## src/rtl/rf_wb_arbiter.sv

```systemverilog
// Register-file writeback arbiter: two 2-entry request FIFOs drained round-robin
// into a single registered write port (Waddr/WD/En).
module rf_wb_arbiter #(
  parameter int DW = 32,
  parameter int AW = 5
) (
  input  logic          Clk,
  input  logic          Reset,
  input  logic          A_Valid,
  input  logic [AW-1:0] A_Addr,
  input  logic [DW-1:0] A_Data,
  output logic          A_Ready,
  input  logic          B_Valid,
  input  logic [AW-1:0] B_Addr,
  input  logic [DW-1:0] B_Data,
  output logic          B_Ready,
  output logic [AW-1:0] Waddr,
  output logic [DW-1:0] WD,
  output logic          En,
  output logic          Busy
);

  localparam int EW = AW + DW;

  // Index 0 is requester A, index 1 is requester B.
  logic [1:0]    valid;
  logic [1:0]    ready;
  logic [1:0]    nonempty;
  logic [1:0]    push;
  logic [1:0]    pop;
  logic [EW-1:0] entry_in [2];
  logic [EW-1:0] head     [2];

  assign valid       = {B_Valid, A_Valid};
  assign entry_in[0] = {A_Addr, A_Data};
  assign entry_in[1] = {B_Addr, B_Data};
  assign push        = valid & ready;

  genvar gi;
  generate
    for (gi = 0; gi < 2; gi++) begin : g_fifo
      logic [EW-1:0] mem_q [2];
      logic [EW-1:0] mem_d [2];
      logic          wr_q, wr_d;
      logic          rd_q, rd_d;
      logic [1:0]    cnt_q, cnt_d;

      always_comb begin
        mem_d = mem_q;
        wr_d  = wr_q;
        rd_d  = rd_q;
        if (push[gi]) begin
          mem_d[wr_q] = entry_in[gi];
          wr_d        = ~wr_q;
        end
        if (pop[gi]) begin
          rd_d = ~rd_q;
        end
        cnt_d = cnt_q + {1'b0, push[gi]} - {1'b0, pop[gi]};
        if (Reset) begin
          wr_d  = 1'b0;
          rd_d  = 1'b0;
          cnt_d = 2'd0;
        end
      end

      always_ff @(posedge Clk) begin
        mem_q <= mem_d;
        wr_q  <= wr_d;
        rd_q  <= rd_d;
        cnt_q <= cnt_d;
      end

      // Readiness looks only at start-of-cycle occupancy, so a full FIFO
      // refuses a push even in the cycle it is being popped.
      assign ready[gi]    = (cnt_q != 2'd2) && !Reset;
      assign nonempty[gi] = (cnt_q != 2'd0);
      assign head[gi]     = mem_q[rd_q];
    end
  endgenerate

  logic          last_b_q, last_b_d;
  logic [AW-1:0] waddr_q, waddr_d;
  logic [DW-1:0] wd_q, wd_d;
  logic          en_q, en_d;
  logic [EW-1:0] sel_entry;

  always_comb begin
    pop = 2'b00;
    if (!Reset) begin
      case (nonempty)
        2'b01:   pop = 2'b01;
        2'b10:   pop = 2'b10;
        2'b11:   pop = last_b_q ? 2'b01 : 2'b10;
        default: pop = 2'b00;
      endcase
    end
  end

  always_comb begin
    last_b_d  = last_b_q;
    waddr_d   = waddr_q;
    wd_d      = wd_q;
    en_d      = 1'b0;
    sel_entry = pop[1] ? head[1] : head[0];
    if (pop != 2'b00) begin
      last_b_d = pop[1];
      // A zero destination is consumed silently: the port is cleared, no write.
      if (sel_entry[EW-1:DW] != '0) begin
        waddr_d = sel_entry[EW-1:DW];
        wd_d    = sel_entry[DW-1:0];
        en_d    = 1'b1;
      end else begin
        waddr_d = '0;
        wd_d    = '0;
      end
    end
    if (Reset) begin
      last_b_d = 1'b1;
      waddr_d  = '0;
      wd_d     = '0;
      en_d     = 1'b0;
    end
  end

  always_ff @(posedge Clk) begin
    last_b_q <= last_b_d;
    waddr_q  <= waddr_d;
    wd_q     <= wd_d;
    en_q     <= en_d;
  end

  assign A_Ready = ready[0];
  assign B_Ready = ready[1];
  assign Waddr   = waddr_q;
  assign WD      = wd_q;
  assign En      = en_q;
  assign Busy    = (|nonempty) || en_q;

endmodule

```

## config.mk

```make
export PLATFORM = sky130hd
export DESIGN_NAME = rf_wb_arbiter
export DESIGN_NICKNAME = d
export VERILOG_FILES = /design/src/rtl/rf_wb_arbiter.sv
export SDC_FILE = /design/constraint.sdc
export NUM_CORES = 1
export LEC_CHECK = 0
export CORE_MARGIN = 3
export CORE_UTILIZATION = 57
export DETAILED_ROUTE_END_ITERATION = 10
export GPL_TIMING_DRIVEN = 0
export PLACE_DENSITY = 0.93
export RECOVER_POWER = 25
export SYNTH_ARGS = -nofsm -noshare
export SYNTH_HDL_FRONTEND = slang
export SYNTH_SLANG_ARGS = --single-unit
```

## constraint.sdc

```tcl
create_clock -name Clk -period 6.44 [get_ports Clk]
set_input_delay 0.966 -clock Clk [delete_from_list [all_inputs] [get_ports Clk]]
set_output_delay 0.966 -clock Clk [all_outputs]
set_load 0.03 [all_outputs]
```

Yosys cells after proc, flatten, opt, wreduce, memory -nomap -nowiden
Index checks and enable logic that the tools add are counted.

word-level totals
  word-level logic and storage cells = 70
  output and inout port bits = 41
  memories = 0
  memory bits (read-only) = 0
  memory bits (writable) = 0
  bits in latches = 0
  bits of input ports = 78
  register bits after elaboration = 195

cells by class
  shift-type cells = 0
  $add $sub $neg = 4
  bitwise gates (word level) = 10
  div/mod/pow operators = 0
  multiplexer cells = 19
  equality and inequality tests = 5
  reduce and logical (&&, ||, !) cells = 12
  $mul = 0
  $lt $le $gt $ge = 6

operator list
  kind                                                                   count
  37-bit 2-to-1 mux                                                      9
  74-bit bitwise mux                                                     2
  37-bit demux with 1-bit select                                         2
  32-bit 2-to-1 mux                                                      1
  2-bit >= comparator, second input constant                             4
  1-bit inverter with 2-bit output                                       4
  2-bit case mux with 3 select lines                                     1
  2-bit nonzero test                                                     3
  5-bit 2-to-1 mux                                                       1
  1-bit inverter                                                         5
  5-bit nonzero test                                                     1
  2-bit by 1-bit adder with 2-bit output                                 2
  2-bit equality test, second input constant                             2
  1-bit logical AND                                                      4
  2-bit by 1-bit < comparator with 1-bit output, second input constant   2
  2-bit 2-to-1 mux                                                       2
  2-bit inequality test, second input constant                           2
  2-bit OR reduction                                                     2
  2-bit by 1-bit subtractor with 2-bit output                            2
  2-bit AND                                                              1
  2-bit by 1-bit equality test with 1-bit output, second input constant  1
  1-bit logical NOT                                                      1
  1-bit logical OR                                                       1
  1-bit 2-to-1 mux                                                       1

Logic depth before layout (Yosys ltp)
Gate-level depths: netlist of run 1.

  depth in word-level cells = 7
  gate-level depth with buffers = 12
  gate-level depth less buffers = 9

Worst setup path after synthesis of run 1
No wires, ideal clock.

  path type = input port to flip-flop
  start point = input Reset
  end point = register g_fifo[1].mem_q[37] in the netlist's numbering (enable)
  cell stages on the path = 3
  data required time = 6.004 ns
  data arrival time = 3.289 ns
  slack = 2.716 ns
  library setup time = 0.436 ns
  buffers on the path = 1
  cells stage by stage = clkbuf_1 a211oi_1 nor2b_1

on the way
  longest elaborated chain between the ends = 3

RTL lines
  what                    RTL line  source
  start: declaration      8         input logic Reset,
  1-bit logical NOT       --
  1-bit logical AND       76        assign ready[gi] = (cnt_q != 2'd2) && !Reset;
  2-bit AND               37        assign push = valid & ready;
  via push[1]             29        logic [1:0] push;
  end signal: assignment  68        mem_q <= mem_d;
  end: declaration        42        logic [EW-1:0] mem_q [2];

The timed path passes the listed nets, and every way through them passes these cells.
A chain may end at the register's enable or synchronous reset.

Worst setup path after layout of run 1
  start point = input Reset
  end point = output B_Ready

on the way
  longest elaborated chain between the ends = 2

RTL lines
  what               RTL line  source
  1-bit logical NOT  --
  1-bit logical AND  76
  end: declaration   16        output logic B_Ready,

Every way passes these cells.

==> flow_summary_export.csv, run 1 <==
group,metric,value,unit
timing,tightest_slew,1.041,ns
min_path,hold_path.class,"reg -> reg",
setup_path,criticalPathCategory,"in -> out",
setup_path,cp.required,5.47,ns
routing,via_per_inst,5.659,
final_layout,drive_gt1_share,9.887,%
final_layout,multi_input_area,1807,um2
cts,clock-sinks,195,
timing,setup_viol,0,
timing,timing.fmax,0.2456,GHz
die,io-pin-count,119,
setup_path,cp-start-kind,"input pin",
cts,hold_buffers,0,
global_route,grt_max_degree,38,
yosys,synth_top_area_share,60.29,%
global_route,antenna_found_initial,1,
routing,first_pass_iters,5,
final_layout,seqCellArea,5385,um2
yosys,syn-cell-area,7372,um2
power,power_density,422.2,nW/um2
cts,post_cts_resized,0,
placement,placedCellCount,753,
setup_path,path_max_fanout,10,
cts,cts-root-buf,"clkbuf_16",
routing,drt_iter0_drc,374,
yosys,syn_nets,547,
cts,cts_buffers,17,
timing,rsz0062_at_grt,"false",
yosys,synth_cells,465,
outcome,status,"completed",
placement,dp_hpwl,10430,um
yosys,seq_area_frac_synth,73.05,%
routing,post_drt_wl_per_cell,19.59,um
final_layout,fillers,759,
final_layout,layout_commonest_cell,"edfxtp_1",
die,die-height,119.7,um
yosys,ys_seq_elements,195,
global_route,grt_remaining_overflow,0,
final_layout,final_cell_mix,"edfxtp_1, mux2i_1, clkdlybuf4s50_1, nand2_1, dlygate4sd3_1",
timing,tns,0,ns
power,ir_drop,0.2696,mV
routing,drt-total-wl,15400,um
global_route,track_usage,22.41,%
global_route,grt_pass1_wl,24340,um
yosys,synth_top_cell_by_area,"edfxtp_1",
die,rows,40,
setup_path,worstPathArrival,3.11,ns
die,core-area,12310,um2
min_path,hold_path.startpoint,"WD[13]",
routing,route.vias.total,4448,
yosys,ys_types,30,
run,drv_cap,0,
setup_path,r2r-start,"g_fifo[0].cnt_q[0]",
die,die_w,119.7,um
cts,cts_setup_buffers,0,
timing,finalMaxSlewViolations,0,
timing,finalCriticalPeriod,4.072,ns
final_layout,final_cells,786,
yosys,avgSynthCellArea,15.85,um2
die,die_area,14330,um2
placement,io_buffers,118,
yosys,ys_top_cells_by_area,"edfxtp_1, dfxtp_1, mux2i_1",
yosys,yosys_warnings,0,
cts,cts.path.max_buffers,2,
global_route,grt_pass1_vias,4746,
routing,drc,0,
timing,maxSlewHeadroom,30.62,%
final_layout,area_growth,28.16,%
setup_path,crit_path_end_kind,"output pin",
die,initial_utilization,59.88,%
timing,hold_violations,0,
timing,min_period_over_period,63.23,%
power,p_leak,0.003299,uW
timing,fin_skew,0.008482,ns
cts,cts_tree,"yes",
placement,place.gp.congestion,0.7630,
cts,clkLatencyLatePin,0.43,ns
final_layout,nNetsFinal,686,
routing,ant_nets,0,
cts,clk_pin_slew,0.06,ns
setup_path,startpoint,"Reset",
cts,h-tree-depth,4,
[cells by family after synthesis]
kind of cell	Yosys count	share of synthesized area [%]
AO/OA/AOI/OAI	54	6.806
XOR/XNOR	8	0.9503
multiplexers	74	10.13
flip-flops	195	73.05
buffers and inverters	34	2.681
adder cells (fa/ha/maj)	4	0.6789
AND/OR/NAND/NOR	96	5.703
[Yosys cell counts]
cell type,count
mux2_2,5
edfxtp_1,148
nor4b_1,2
inv_1,6
clkbuf_1,12
o22a_1,2
buf_6,8
xnor2_1,4
and2_1,2
or2_2,1
a211oi_1,12
a32o_1,32
nor3_1,2
nand2_1,65
o22ai_2,1
buf_2,7
dfxtp_1,47
ha_1,4
mux2i_1,69
o21ai_0,2
xor2_1,4
nor4_1,2
nor2_1,10
a21oi_1,3
o32ai_4,1
nor3b_1,2
clkinv_2,1
o21ai_2,1
nor2b_1,9
or3b_1,1
[stage by stage]
| stage | area, um2 | setup slack, ns | hold WS [ns] | power, uW | utilization, % |
|---|---|---|---|---|---|
| 6_report | 9448 | 2.368 | 0.4771 | 3989 | 76.74 |
| 4_1_cts | 9445 | 2.345 | 0.4745 | 4010 | 76.72 |
| 3_5_place_dp | 8836 | 2.373 | 0.4589 | 2938 | 71.77 |
| 5_1_grt | 9448 | 2.222 | 0.4872 | 4154 | 76.74 |
| 3_3_place_gp | 8763 | 1.102 | 0.4511 | 2878 | 71.18 |
| 2_1_floorplan | 7372 | 2.716 | 0.4875 | 2470 | - |
[routing by layer]
layer | global-route usage [%] | vias to the layer above | wire (um) | part of all wire, %
met3 | 4.477 | 33 | 932 | 6.1
met4 | 9.019 | 0 | 385 | 2.5
li1 | - | 2045 | - | -
met1 | 27.77 | 2183 | 6060 | 39
met2 | 38.81 | 187 | 8019 | 52
met5 | 0 | - | 0 | 0
[where the power goes]
group	internal, uW	switching (uW)
combinational	554	725
clock	632	436
sequential	1540	98.9
[cell type report]
cell class	instances	area share (%)
Tap cell	168	2.225
Timing Repair Buffer	120	13.08
Clock inverter	12	1.616
Clock buffer	20	4.834
Inverter	7	0.2914
Sequential cell	195	57.00
Antenna cell	1	0.02649
Buffer	27	1.801
Multi-Input combinational cell	236	19.12
[flip-flops by register name (all words and copies together) (netlist names)]
register,flops
g_fifo.mem_q,148
WD,32
Waddr,5
g_fifo.cnt_q,4
g_fifo.rd_q,2
g_fifo.wr_q,2
En,1
last_b_q,1
[critical path: stages]
cell and delay (ns):
clkdlybuf4s50_1 0.61, clkbuf_1 0.39, clkbuf_1 0.43, a21oi_1 0.10, clkdlybuf4s50_1 0.62
[worst paths after layout]
check                         to  slack, ns  cells past startpoint
max                      B_Ready       2.37                      5
min                       WD[13]       0.48                      1
max reg2reg  g_fifo[0].mem_q[14]       4.05                      3
min reg2reg               WD[13]       0.48                      1
Note: power is estimated with default switching activity, not from simulation.
==> run 2, diff against run 1 <==
Settings changed: CORE_UTILIZATION 57 to 48, PLACE_DENSITY 0.93 to 0.85.
Clock period 6.44 ns to 3.6 ns, I/O delays scaled along.
==> run 2 against run 1 <==
Combinational power up 79%; global-route usage down 3.2 points; first-iteration DRC count down 18%; register-to-register slack worse by 2.8 ns; final area up 0.50%; worst setup slack worse by 2.0 ns; sequential power up 79%; flip-flop and latch count unchanged; count of clock-buffer cells in the layout unchanged.
==> flow_summary_export.csv, run 2 (synthesized netlist as in run 1, its figures left out) <==
group,metric,value,unit
outcome,status,"completed",
setup_path,cpMaxStageDelayCell,"clkdlybuf4s50_1",
timing,rsz0062_at_grt,"false",
setup_path,cp.required,3.06,ns
timing,hold_violations,0,
setup_path,path_max_fanout,10,
timing,whs,0.4726,ns
routing,route.vias.total,4324,
setup_path,r2r-start,"g_fifo[0].cnt_q[1]",
timing,finalCriticalPeriod,3.247,ns
global_route,antenna_found_initial,0,
setup_path,worstPathArrival,2.71,ns
placement,io_buffers,118,
die,die_area,16880,um2
cts,h-tree-depth,4,
timing,min_period_over_period,90.19,%
cts,cts-root-buf,"clkbuf_16",
cts,cts_setup_buffers,0,
die,initial_utilization,49.97,%
cts,clk_pin_slew,0.07,ns
routing,drt_iter0_drc,305,
routing,drt-total-wl,15590,um
setup_path,cpPeakStageDelay,0.62,ns
placement,dp_hpwl,10710,um
routing,post_drt_wl_per_cell,19.41,um
timing,tightest_slew,0.9666,ns
timing,timing.fmax,0.3080,GHz
power,ir_drop,0.3470,mV
cts,post_cts_resized,0,
routing,first_pass_iters,5,
global_route,grt_pass1_vias,4605,
cts,hold_buffers,0,
final_layout,layout_commonest_cell,"edfxtp_1",
die,io-pin-count,119,
cts,cts.path.max_buffers,2,
global_route,grt_pass1_wl,24130,um
timing,maxSlewHeadroom,35.56,%
routing,ant_nets,0,
cts,cts_tree,"yes",
power,p_leak,0.003303,uW
final_layout,top_register,"g_fifo.mem_q",
die,die_w,129.9,um
min_path,min_path_cells,1,
setup_path,crit_path_end_kind,"output pin",
final_layout,stdcell_area,9495,um2
final_layout,drive_gt1_share,10.19,%
global_route,grt_remaining_overflow,0,
placement,place.gp.congestion,0.7559,
setup_path,r2r_slack,1.24,ns
routing,drc,0,
timing,finalMaxSlewViolations,0,
cts,clock-sinks,195,
final_layout,largest_reg_flops,148,
die,die-height,129.9,um
final_layout,final_cell_mix,"edfxtp_1, mux2i_1, clkdlybuf4s50_1, nand2_1, dlygate4sd3_1",
placement,place_area,8884,um2
final_layout,nNetsFinal,687,
global_route,grt_max_degree,38,
run,drv_cap,0,
global_route,track_usage,19.21,%
die,core-area,14750,um2
timing,setup_viol,0,
timing,fin_skew,0.01316,ns
cts,clkLatencyLatePin,0.43,ns
min_path,hold_path.class,"reg -> reg",
final_layout,area_growth,28.80,%
setup_path,criticalPathCategory,"in -> out",
min_path,hold_end,"WD[9]",
setup_path,r2r_cells,12,
setup_path,crit_chain,"clkdlybuf4s50_1 -> clkbuf_1 -> clkbuf_1 -> a21oi_1 -> clkdlybuf4s50_1",
final_layout,fillers,1051,
min_path,hold_path.startpoint,"WD[9]",
setup_path,cp-start-kind,"input pin",
power,power_density,752.0,nW/um2
die,rows,44,
setup_path,rr_endpoint,"g_fifo[1].cnt_q[1]",
routing,via_per_inst,5.385,
cts,cts_buffers,17,
run 2: area by class of cell:
type | instances | area [um2] | share of cell area [%]
antenna | 1 | 2.502 | 0.02635
buffer | 27 | 170.2 | 1.792
clock buffer | 20 | 456.7 | 4.810
clock inverter | 12 | 152.6 | 1.608
inverter | 7 | 27.53 | 0.2899
multi-input combinational | 236 | 1807 | 19.03
sequential | 195 | 5385 | 56.71
tap | 184 | 230.2 | 2.425
timing repair buffer | 121 | 1264 | 13.31
run 2: worst max-delay path: cells and delay by family:
kind,cells,cell delay [ns]
buffers and inverters,4,2.03
AOI/OAI and AO/OA,1,0.12
run 2: metrics by stage:
stage / setup TNS, ns / utilization [%] / total power, uW / instances / worst slack, ns
floorplan: 0 / - / 4418 / 465 / 0.3015
global placement: -118.48 / 59.53 / 5185 / 767 / -1.622
detailed placement: 0 / 60.21 / 5279 / 770 / 0.3586
CTS: 0 / 64.34 / 7213 / 802 / 0.3312
global route: 0 / 64.34 / 7481 / 802 / 0.2421
finish: 0 / 64.36 / 7141 / 803 / 0.3530
run 2: how the worst max path moves through the flow:
stage / endpoint / cells after the start / slack (ns) / startpoint
2_1_floorplan: g_fifo[1].mem_q[37] / 3 / 0.30 / Reset
3_3_place_gp: g_fifo[0].mem_q[49] / 4 / -1.62 / Reset
3_5_place_dp: B_Ready / 5 / 0.36 / Reset
4_1_cts: B_Ready / 5 / 0.33 / Reset
5_1_grt: B_Ready / 5 / 0.24 / Reset
6_report: B_Ready / 5 / 0.35 / Reset
run 2: metal layers:
metal	up-vias	GRT usage [%]	share of wire, %
met5	-	0	0
met4	0	7.213	1.0
met3	12	3.602	4.3
met2	99	33.39	53
met1	2168	24.04	42
li1	2045	-	-
run 2: power breakdown:
group | internal, uW | switching, uW | total, uW
clock | 1130 | 792 | 1920
sequential | 2760 | 167 | 2930
combinational | 995 | 1300 | 2290
total | 4880 | 2260 | 7140
